===== src/rtl/alu_dword_sequencer_if.sv =====
// Request, response and shared-ALU signal bundle for alu_dword_sequencer.
// The sequencer takes the slave modport; requesters, consumer and the ALU together form the master side.
interface alu_dword_sequencer_if #(
  parameter int HALF_W = 32
);
  logic [1:0]          req_valid;
  logic [1:0]          req_ready;
  logic [1:0]          req_op0;
  logic [1:0]          req_op1;
  logic [2*HALF_W-1:0] req_a0;
  logic [2*HALF_W-1:0] req_b0;
  logic [2*HALF_W-1:0] req_a1;
  logic [2*HALF_W-1:0] req_b1;

  logic                rsp_valid;
  logic                rsp_ready;
  logic                rsp_id;
  logic [2*HALF_W-1:0] rsp_data;
  logic [3:0]          rsp_flags;

  logic [HALF_W-1:0]   alu_a;
  logic [HALF_W-1:0]   alu_b;
  logic [3:0]          alu_op;
  logic                alu_ci;
  logic [HALF_W-1:0]   alu_out;
  logic [3:0]          alu_flags;

  modport slave (
    input  req_valid, req_op0, req_op1, req_a0, req_b0, req_a1, req_b1,
    input  rsp_ready, alu_out, alu_flags,
    output req_ready, rsp_valid, rsp_id, rsp_data, rsp_flags,
    output alu_a, alu_b, alu_op, alu_ci
  );

  modport master (
    output req_valid, req_op0, req_op1, req_a0, req_b0, req_a1, req_b1,
    output rsp_ready, alu_out, alu_flags,
    input  req_ready, rsp_valid, rsp_id, rsp_data, rsp_flags,
    input  alu_a, alu_b, alu_op, alu_ci
  );
endinterface


===== src/rtl/alu_dword_sequencer.sv =====
// Runs 64-bit ADD/SUB/AND/XOR on a shared 32-bit ALU: low half first, then high half with carry/borrow chained.
// Define ALU_SEQ_ROUND_ROBIN_EN for round-robin arbitration; otherwise requester 0 has fixed priority.
module alu_dword_sequencer #(
  parameter int HALF_W = 32
) (
  input logic                  clk,
  input logic                  rst_n,
  alu_dword_sequencer_if.slave bus
);
  localparam int DW = 2 * HALF_W;

  typedef enum logic [1:0] {S_IDLE, S_LO, S_HI, S_RSP} state_e;
  typedef enum logic [1:0] {OP_ADD, OP_SUB, OP_AND, OP_XOR} op_e;

  // Opcode bit 0 selects the carry-chained form for the high half of ADD/SUB.
  function automatic logic [3:0] alu_opcode(input op_e op, input logic hi_half);
    case (op)
      OP_ADD:  alu_opcode = {3'b000, hi_half};
      OP_SUB:  alu_opcode = {3'b001, hi_half};
      OP_AND:  alu_opcode = 4'b0111;
      default: alu_opcode = 4'b0110;
    endcase
  endfunction

  state_e            state_q, state_d;
  op_e               op_q, op_d;
  logic [DW-1:0]     a_q, a_d, b_q, b_d;
  logic              id_q, id_d;
  logic [HALF_W-1:0] res_lo_q, res_lo_d, res_hi_q, res_hi_d;
  logic              carry_q, carry_d;
  logic              zlo_q, zlo_d;
  logic [3:0]        flags_q, flags_d;

  logic       grant;
  logic [1:0] ready;
  logic       accept;
  logic       arith;

`ifdef ALU_SEQ_ROUND_ROBIN_EN
  logic ptr_q, ptr_d;

  assign grant = (&bus.req_valid) ? ptr_q : bus.req_valid[1];
  // Point at the requester that did not just win.
  assign ptr_d = accept ? ~grant : ptr_q;

  always_ff @(posedge clk or negedge rst_n) begin
    if (!rst_n) ptr_q <= 1'b0;
    else        ptr_q <= ptr_d;
  end
`else
  assign grant = ~bus.req_valid[0];
`endif

  // Ready is held low during reset so nothing can be accepted while the state is forced.
  assign ready  = (rst_n && state_q == S_IDLE && |bus.req_valid) ? (grant ? 2'b10 : 2'b01) : 2'b00;
  assign accept = |(bus.req_valid & ready);
  assign arith  = (op_q == OP_ADD) || (op_q == OP_SUB);

  assign bus.req_ready = ready;
  assign bus.rsp_valid = (state_q == S_RSP);
  assign bus.rsp_id    = id_q;
  assign bus.rsp_data  = {res_hi_q, res_lo_q};
  assign bus.rsp_flags = flags_q;

  always_comb begin
    // NOTE: every signal gets a default before the case so no path infers a latch.
    state_d    = state_q;
    op_d       = op_q;
    a_d        = a_q;
    b_d        = b_q;
    id_d       = id_q;
    res_lo_d   = res_lo_q;
    res_hi_d   = res_hi_q;
    carry_d    = carry_q;
    zlo_d      = zlo_q;
    flags_d    = flags_q;
    bus.alu_a  = '0;
    bus.alu_b  = '0;
    bus.alu_op = 4'b0000;
    bus.alu_ci = 1'b0;

    case (state_q)
      S_IDLE: begin
        if (accept) begin
          id_d    = grant;
          op_d    = op_e'(grant ? bus.req_op1 : bus.req_op0);
          a_d     = grant ? bus.req_a1 : bus.req_a0;
          b_d     = grant ? bus.req_b1 : bus.req_b0;
          state_d = S_LO;
        end
      end
      S_LO: begin
        bus.alu_a  = a_q[HALF_W-1:0];
        bus.alu_b  = b_q[HALF_W-1:0];
        bus.alu_op = alu_opcode(op_q, 1'b0);
        res_lo_d   = bus.alu_out;
        carry_d    = bus.alu_flags[1];
        zlo_d      = bus.alu_flags[3];
        state_d    = S_HI;
      end
      S_HI: begin
        bus.alu_a  = a_q[DW-1:HALF_W];
        bus.alu_b  = b_q[DW-1:HALF_W];
        bus.alu_op = alu_opcode(op_q, 1'b1);
        bus.alu_ci = arith & carry_q;
        res_hi_d   = bus.alu_out;
        // Logic ops carry no meaningful C/V; Z must cover both halves.
        flags_d    = {zlo_q & bus.alu_flags[3], bus.alu_flags[2],
                      arith & bus.alu_flags[1], arith & bus.alu_flags[0]};
        state_d    = S_RSP;
      end
      S_RSP: begin
        if (bus.rsp_ready) state_d = S_IDLE;
      end
      default: state_d = S_IDLE;
    endcase
  end

  // NOTE: non-blocking assignments so every register samples the pre-edge values of the others.
  always_ff @(posedge clk or negedge rst_n) begin
    if (!rst_n) begin
      // NOTE: datapath registers are reset too, since rsp_data/rsp_flags must read zero out of reset.
      state_q  <= S_IDLE;
      op_q     <= OP_ADD;
      a_q      <= '0;
      b_q      <= '0;
      id_q     <= 1'b0;
      res_lo_q <= '0;
      res_hi_q <= '0;
      carry_q  <= 1'b0;
      zlo_q    <= 1'b0;
      flags_q  <= '0;
    end else begin
      state_q  <= state_d;
      op_q     <= op_d;
      a_q      <= a_d;
      b_q      <= b_d;
      id_q     <= id_d;
      res_lo_q <= res_lo_d;
      res_hi_q <= res_hi_d;
      carry_q  <= carry_d;
      zlo_q    <= zlo_d;
      flags_q  <= flags_d;
    end
  end
endmodule


===== src/flat_wrapper.sv =====
// flat-port wrapper written by rule: the top's interface ports become plain ports
module alu_dword_sequencer_flat 
#(
  parameter int HALF_W = 32
)
  (clk, rst_n, bus_req_valid, bus_req_op0, bus_req_op1, bus_req_a0, bus_req_b0, bus_req_a1, bus_req_b1, bus_rsp_ready, bus_alu_out, bus_alu_flags, bus_req_ready, bus_rsp_valid, bus_rsp_id, bus_rsp_data, bus_rsp_flags, bus_alu_a, bus_alu_b, bus_alu_op, bus_alu_ci);
  alu_dword_sequencer_if #(.HALF_W(HALF_W)) bus_i ();
  input logic clk;
  input logic rst_n;
  input wire logic [$bits(bus_i.req_valid)-1:0] bus_req_valid;
  input wire logic [$bits(bus_i.req_op0)-1:0] bus_req_op0;
  input wire logic [$bits(bus_i.req_op1)-1:0] bus_req_op1;
  input wire logic [$bits(bus_i.req_a0)-1:0] bus_req_a0;
  input wire logic [$bits(bus_i.req_b0)-1:0] bus_req_b0;
  input wire logic [$bits(bus_i.req_a1)-1:0] bus_req_a1;
  input wire logic [$bits(bus_i.req_b1)-1:0] bus_req_b1;
  input wire logic [$bits(bus_i.rsp_ready)-1:0] bus_rsp_ready;
  input wire logic [$bits(bus_i.alu_out)-1:0] bus_alu_out;
  input wire logic [$bits(bus_i.alu_flags)-1:0] bus_alu_flags;
  output wire logic [$bits(bus_i.req_ready)-1:0] bus_req_ready;
  output wire logic [$bits(bus_i.rsp_valid)-1:0] bus_rsp_valid;
  output wire logic [$bits(bus_i.rsp_id)-1:0] bus_rsp_id;
  output wire logic [$bits(bus_i.rsp_data)-1:0] bus_rsp_data;
  output wire logic [$bits(bus_i.rsp_flags)-1:0] bus_rsp_flags;
  output wire logic [$bits(bus_i.alu_a)-1:0] bus_alu_a;
  output wire logic [$bits(bus_i.alu_b)-1:0] bus_alu_b;
  output wire logic [$bits(bus_i.alu_op)-1:0] bus_alu_op;
  output wire logic [$bits(bus_i.alu_ci)-1:0] bus_alu_ci;
  assign bus_i.req_valid = bus_req_valid;
  assign bus_i.req_op0 = bus_req_op0;
  assign bus_i.req_op1 = bus_req_op1;
  assign bus_i.req_a0 = bus_req_a0;
  assign bus_i.req_b0 = bus_req_b0;
  assign bus_i.req_a1 = bus_req_a1;
  assign bus_i.req_b1 = bus_req_b1;
  assign bus_i.rsp_ready = bus_rsp_ready;
  assign bus_i.alu_out = bus_alu_out;
  assign bus_i.alu_flags = bus_alu_flags;
  assign bus_req_ready = bus_i.req_ready;
  assign bus_rsp_valid = bus_i.rsp_valid;
  assign bus_rsp_id = bus_i.rsp_id;
  assign bus_rsp_data = bus_i.rsp_data;
  assign bus_rsp_flags = bus_i.rsp_flags;
  assign bus_alu_a = bus_i.alu_a;
  assign bus_alu_b = bus_i.alu_b;
  assign bus_alu_op = bus_i.alu_op;
  assign bus_alu_ci = bus_i.alu_ci;
  alu_dword_sequencer #(.HALF_W(HALF_W)) u_core (.clk(clk), .rst_n(rst_n), .bus(bus_i));
endmodule

===== config.mk =====
export PLATFORM = sky130hd
export DESIGN_NAME = alu_dword_sequencer_flat
export DESIGN_NICKNAME = d
export VERILOG_FILES = /design/src/rtl/alu_dword_sequencer_if.sv /design/src/rtl/alu_dword_sequencer.sv /design/src/flat_wrapper.sv
export SDC_FILE = /design/constraint.sdc
export NUM_CORES = 1
export LEC_CHECK = 0
export CORE_MARGIN = 4
export CORE_UTILIZATION = 32
export CTS_BUF_LIST = sky130_fd_sc_hd__clkbuf_2
export CTS_CLUSTER_DIAMETER = 80
export DETAILED_ROUTE_END_ITERATION = 7
export GPL_ROUTABILITY_DRIVEN = 0
export PLACE_DENSITY = 0.65
export SKIP_LAST_GASP = 1
export SLEW_MARGIN = 20
export SYNTH_ARGS = -nofsm -noshare
export SYNTH_HDL_FRONTEND = slang
export SYNTH_SLANG_ARGS = --single-unit

===== constraint.sdc =====
create_clock -name clk -period 4.6 [get_ports clk]
set_clock_uncertainty 0.2 [all_clocks]
set_input_delay 0.69 -clock clk [delete_from_list [all_inputs] [get_ports clk]]
set_output_delay 0.69 -clock clk [all_outputs]
set_load 0.05 [all_outputs]

Word-level counts from Yosys, hierarchy flattened. Cells that the tools add are included.

Register bits: 203. Output and inout bits: 141.

Multiplexer cells: 14. Bitwise operators: 6. Equality and inequality tests: 7. Reductions and logical operators: 9.

Operator list (number): 64-bit 2-to-1 mux (2); 32-bit case mux with 2 select lines (2); 3-bit case mux with 3 select lines (2); 2-bit 2-to-1 mux (5); 2-bit case mux with 4 select lines (1); 4-bit case mux with 2 select lines (1); 2-bit equality test, second input constant (3); 1-bit AND (4); 2-bit by 1-bit equality test with 1-bit output, second input constant (2); 2-bit logical NOT (2); 2-bit AND reduction (2); 2-bit OR reduction (2); 2-bit AND (1); 1-bit logical AND (2); 2-bit by 1-bit inequality test with 1-bit output, second input constant (1); 2-bit inequality test, second input constant (1); 1-bit logical OR (1); 1-bit 2-to-1 mux (1); 1-bit inverter (1).

Depth between registers and ports, before layout.
Word-level depth: 8. Mapped depth: 8. Depth with buffers taken out: 5.

Least setup slack after synthesis. Ideal clock, no wire load.

Path kind: register to output. Start point: register u_core.state_q[0]. End point: output bus_alu_a[14]. Buffers on the path: 3. Slack: 1.666 ns. Data arrival time: 2.044 ns. Data required time: 3.710 ns. Cell stages (with the launch flop): 8. Cell sequence: dfrtp_1 inv_1 ha_1 clkbuf_1 buf_2 clkbuf_1 a22oi_1 nor2b_1.

Word-level cells in the longest chain between the ends: 2. Elaborated cells between the ends (all ways): 3. Those cells by class: eq/ne (2); mux (1).

Ends and longest elaborated chain: start: declaration (line alu_dword_sequencer.sv:25) `state_e state_q, state_d;`; start signal: assignment (line alu_dword_sequencer.sv:134) `state_q <= state_d;`; 2-bit equality test / 2-bit by 1-bit equality test with 1-bit output (equally long branches) (line alu_dword_sequencer.sv:82) `case (state_q)`; 32-bit case mux with 2 select lines (*) (line alu_dword_sequencer.sv:82); end: declaration (line flat_wrapper.sv:25) `output wire logic [$bits(bus_i.alu_a)-1:0] bus_alu_a;`.

Mark *: on every way between the ends. The rest lies on a longest branch, timed or not.

Worst setup path in the final report.
Start point: register u_core.state_q[0]. End point: output bus_alu_b[13].

Word-level cells in the longest chain between the ends: 2. Elaborated cells between the ends (all ways): 3. Those cells by class: eq/ne (2); mux (1).

Ends and longest elaborated chain: 2-bit equality test / 2-bit by 1-bit equality test with 1-bit output (equally long branches) (line alu_dword_sequencer.sv:82); 32-bit case mux with 2 select lines (*) (line alu_dword_sequencer.sv:82); end: declaration (line flat_wrapper.sv:26) `output wire logic [$bits(bus_i.alu_b)-1:0] bus_alu_b;`.

Marks and branches as above.

==> qor.yml <==
grt_max_degree: 196
num_rows: 63
die_h_um: 182.1
post-place-ws_ps: 1012
period_share_pct: 94.10
yosysSeqAreaShare_pct: 52.35
synth_area_um2: 9704
ir_drop_v: 0.0002857
clk_pin_slew_worst_paths_ps: 110
clock_latency_ps: 820
first_pass_iters: 5
fillCellCount: 2748
numPortBuffers: 440
end_kind: "primary output"
slowest_delay_ps: 830
min_period_ps: 4329
die_x_um: 182.1
initial_core_util_pct: 32.57
grtUsageTotal_pct: 20.22
comb_power_share_pct: 59.3
power.internal_mw: 5.730
yosys-top-cells-count: "dfrtp_1 (203), a221o_1 (130), nor3b_1 (130)"
clock-sinks: 203
cts_buffers: 55
finalWirelength_um: 35490
drt_iter0_drc: 376
clock.fmax_mhz: 231.0
ys_ff_latch: 203
p_leak_nw: 5.747
grt_overflow: 0
synth.most_common_cell: "dfrtp_1"
synth_edf_count: 0
switching_share_pct: 46.78
post-route-worst-setup-slack_ps: 271.3
power_switching_mw: 5.036
p_clk_share_pct: 11.0
register_area_um2: 5080
finalMaxSlewViolations: 0
cts-root-buf: "clkbuf_2"
synth_area_leaders: "dfrtp_1 (52%), a221o_1 (13%), nor3b_1 (10%)"
yosysUniqueCellTypes: 24
num-nets-final: 1513
worst_path_max_delay_cell: "clkdlybuf4s50_1"
maxCapViolations: 0
area_growth_pct: 52.45
die-area_um2: 33180
hpwl_um: 24630
viasPerCell: 5.206
hold_viol_final: 0
max_slew_margin_pct: 34.73
hold_path_class: "in -> async"
dr_total_vias: 8507
multiInputGateArea_um2: 4158
cts_tree: "done"
synth_area_leader_cell: "dfrtp_1"
antenna_found_initial: 5
htree_levels: 2
crit_required_ps: 3710
setup_violations: 0
drive_above_1_share_pct: 13.69
outcome: "completed"
antenna_left: 0
critPathArrivalTime_ps: 3440
syn_area_per_cell_um2: 12.38
wl_per_cell_um: 21.72
syn_nets: 1089
cp-start-kind: "flip-flop"
synth_top_area_share_pct: 52.35
pin_count: 442
tns_ps: 0
crit_chain: "inv_1 -> ha_4 -> buf_12 -> a22oi_1 -> nor2b_1 -> clkdlybuf4s50_1"
ys_async_sr_fraction_pct: 100.0
netlist_instances: 784
grt_pass1_wl_um: 53230
power.share.sequential_pct: 29.6
rsz0062_at_grt: "false"
ys_warn_count: 0
route.detailed.drc: 0
power.density_nw_per_um2: 727.7
clock_path_buffers: 3
dominantRegCellSynth: "dfrtp_1"
path_max_fanout: 41
tightest_slew_ps: 979.1
worstSetupPathType: "reg -> out"
grt_pass1_vias: 9029
core_area_um2: 29800
-- critical path: cells and delay by family (launching register included) --
| kind | cells | cell delay, ps |
|---|---|---|
| AO/OA/AOI/OAI | 1 | 100 |
| adder cells (fa/ha/maj) | 1 | 530 |
| buffers and inverters | 3 | 1300 |
| flip-flops | 1 | 460 |
| AND/OR/NAND/NOR | 1 | 190 |
-- flip-flops by register name, summed over array words and instances, names as in the netlist --
name,count
u_core.zlo_q,1
u_core.res_hi_q,32
u_core.op_q,2
u_core.res_lo_q,32
u_core.carry_q,1
u_core.b_q,64
u_core.bus.rsp_flags,4
u_core.a_q,64
u_core.bus.rsp_id,1
u_core.state_q,2
-- final timing paths --
| path | end | cells after the start | slack [ps] | start |
|---|---|---|---|---|
| hold / removal | u_core.b_q[40] | 2 | 190 | rst_n |
| min in group clk | u_core.bus.rsp_flags[1] | 3 | 240 | bus_alu_flags[1] |
| setup / recovery | bus_alu_b[13] | 6 | 270 | u_core.state_q[0] |
| hold reg to reg | u_core.bus.rsp_id | 1 | 300 | u_core.bus.rsp_id |
| max in group asynchronous | u_core.res_lo_q[10] | 4 | 2100 | rst_n |
| setup reg to reg | u_core.b_q[43] | 7 | 1470 | u_core.state_q[0] |
-- per-stage QoR --
step	utilization [%]	total power [mW]	instances	area (um^2)	hold WS [ps]
after floorplan	-	7.395	784	9704	194.4
after global placement	47.98	9.537	1539	14300	260.2
after detailed placement	47.98	9.603	1539	14300	274.5
after CTS	49.51	10.85	1631	14750	40.16
after global routing	49.65	11.37	1634	14790	43.56
final	49.65	10.77	1634	14790	191.8
-- layer usage --
| layer | vias to the layer above | global-route usage [%] | part of all wire [%] |
|---|---|---|---|
| met1 | 4200 | 23.83 | 40 |
| met3 | 56 | 6.139 | 7.7 |
| met4 | 6 | 5.554 | 1.9 |
| li1 | 3908 | - | - |
| met2 | 337 | 35.81 | 51 |
| met5 | - | 0 | 0.11 |
-- power by group through the flow --
stage | clock network [mW] | logic (mW) | registers, mW
5_1_grt | 1.34 | 6.73 | 3.30
4_1_cts | 1.26 | 6.41 | 3.19
3_5_place_dp | 0 | 6.39 | 3.21
2_1_floorplan | 0 | 3.23 | 4.17
6_report | 1.19 | 6.39 | 3.19
3_3_place_gp | 0 | 6.34 | 3.20
-- logic make-up (layout without fill, tap and decap cells) --
| kind of cell | after synthesis | count (layout) | share of synthesized area, % |
|---|---|---|---|
| buffers and inverters | 96 | 554 | 5.338 |
| other | 1 | 3 | 0.03864 |
| AND/OR/NAND/NOR | 208 | 208 | 14.84 |
| flip-flops | 203 | 203 | 52.35 |
| adder cells (fa/ha/maj) | 4 | 4 | 0.5158 |
| multiplexers | 68 | 68 | 7.891 |
| AO/OA/AOI/OAI | 204 | 204 | 19.03 |
-- layout make-up --
class,count,share of cell area (%)
Clock buffer,76,2.571
Antenna cell,2,0.03383
Sequential cell,203,34.34
Clock inverter,15,0.4482
Inverter,6,0.1522
Tap cell,390,3.298
Multi-Input combinational cell,485,28.10
Timing Repair Buffer,457,31.06
-- cell usage in the layout (no fill, tap or decap), types with 6 or more instances in the layout --
cell / n
clkinv_1: 12
clkdlybuf4s50_1: 438
inv_1: 6
a22oi_1: 64
nor3b_1: 130
buf_4: 13
a221o_1: 130
mux2_2: 68
clkbuf_2: 76
nor2b_1: 66
dfrtp_1: 203
-- repair_timing --
item / 4_1_cts / 5_1_grt
endpoints found under the setup margin: 0 / 32
gates resized for setup: 0 / 1
hold buffers: 1 / 0
buffers inserted: 0 / 1
endpoints found under the hold margin: 23 / 0
(Power assumes the default switching activity.)
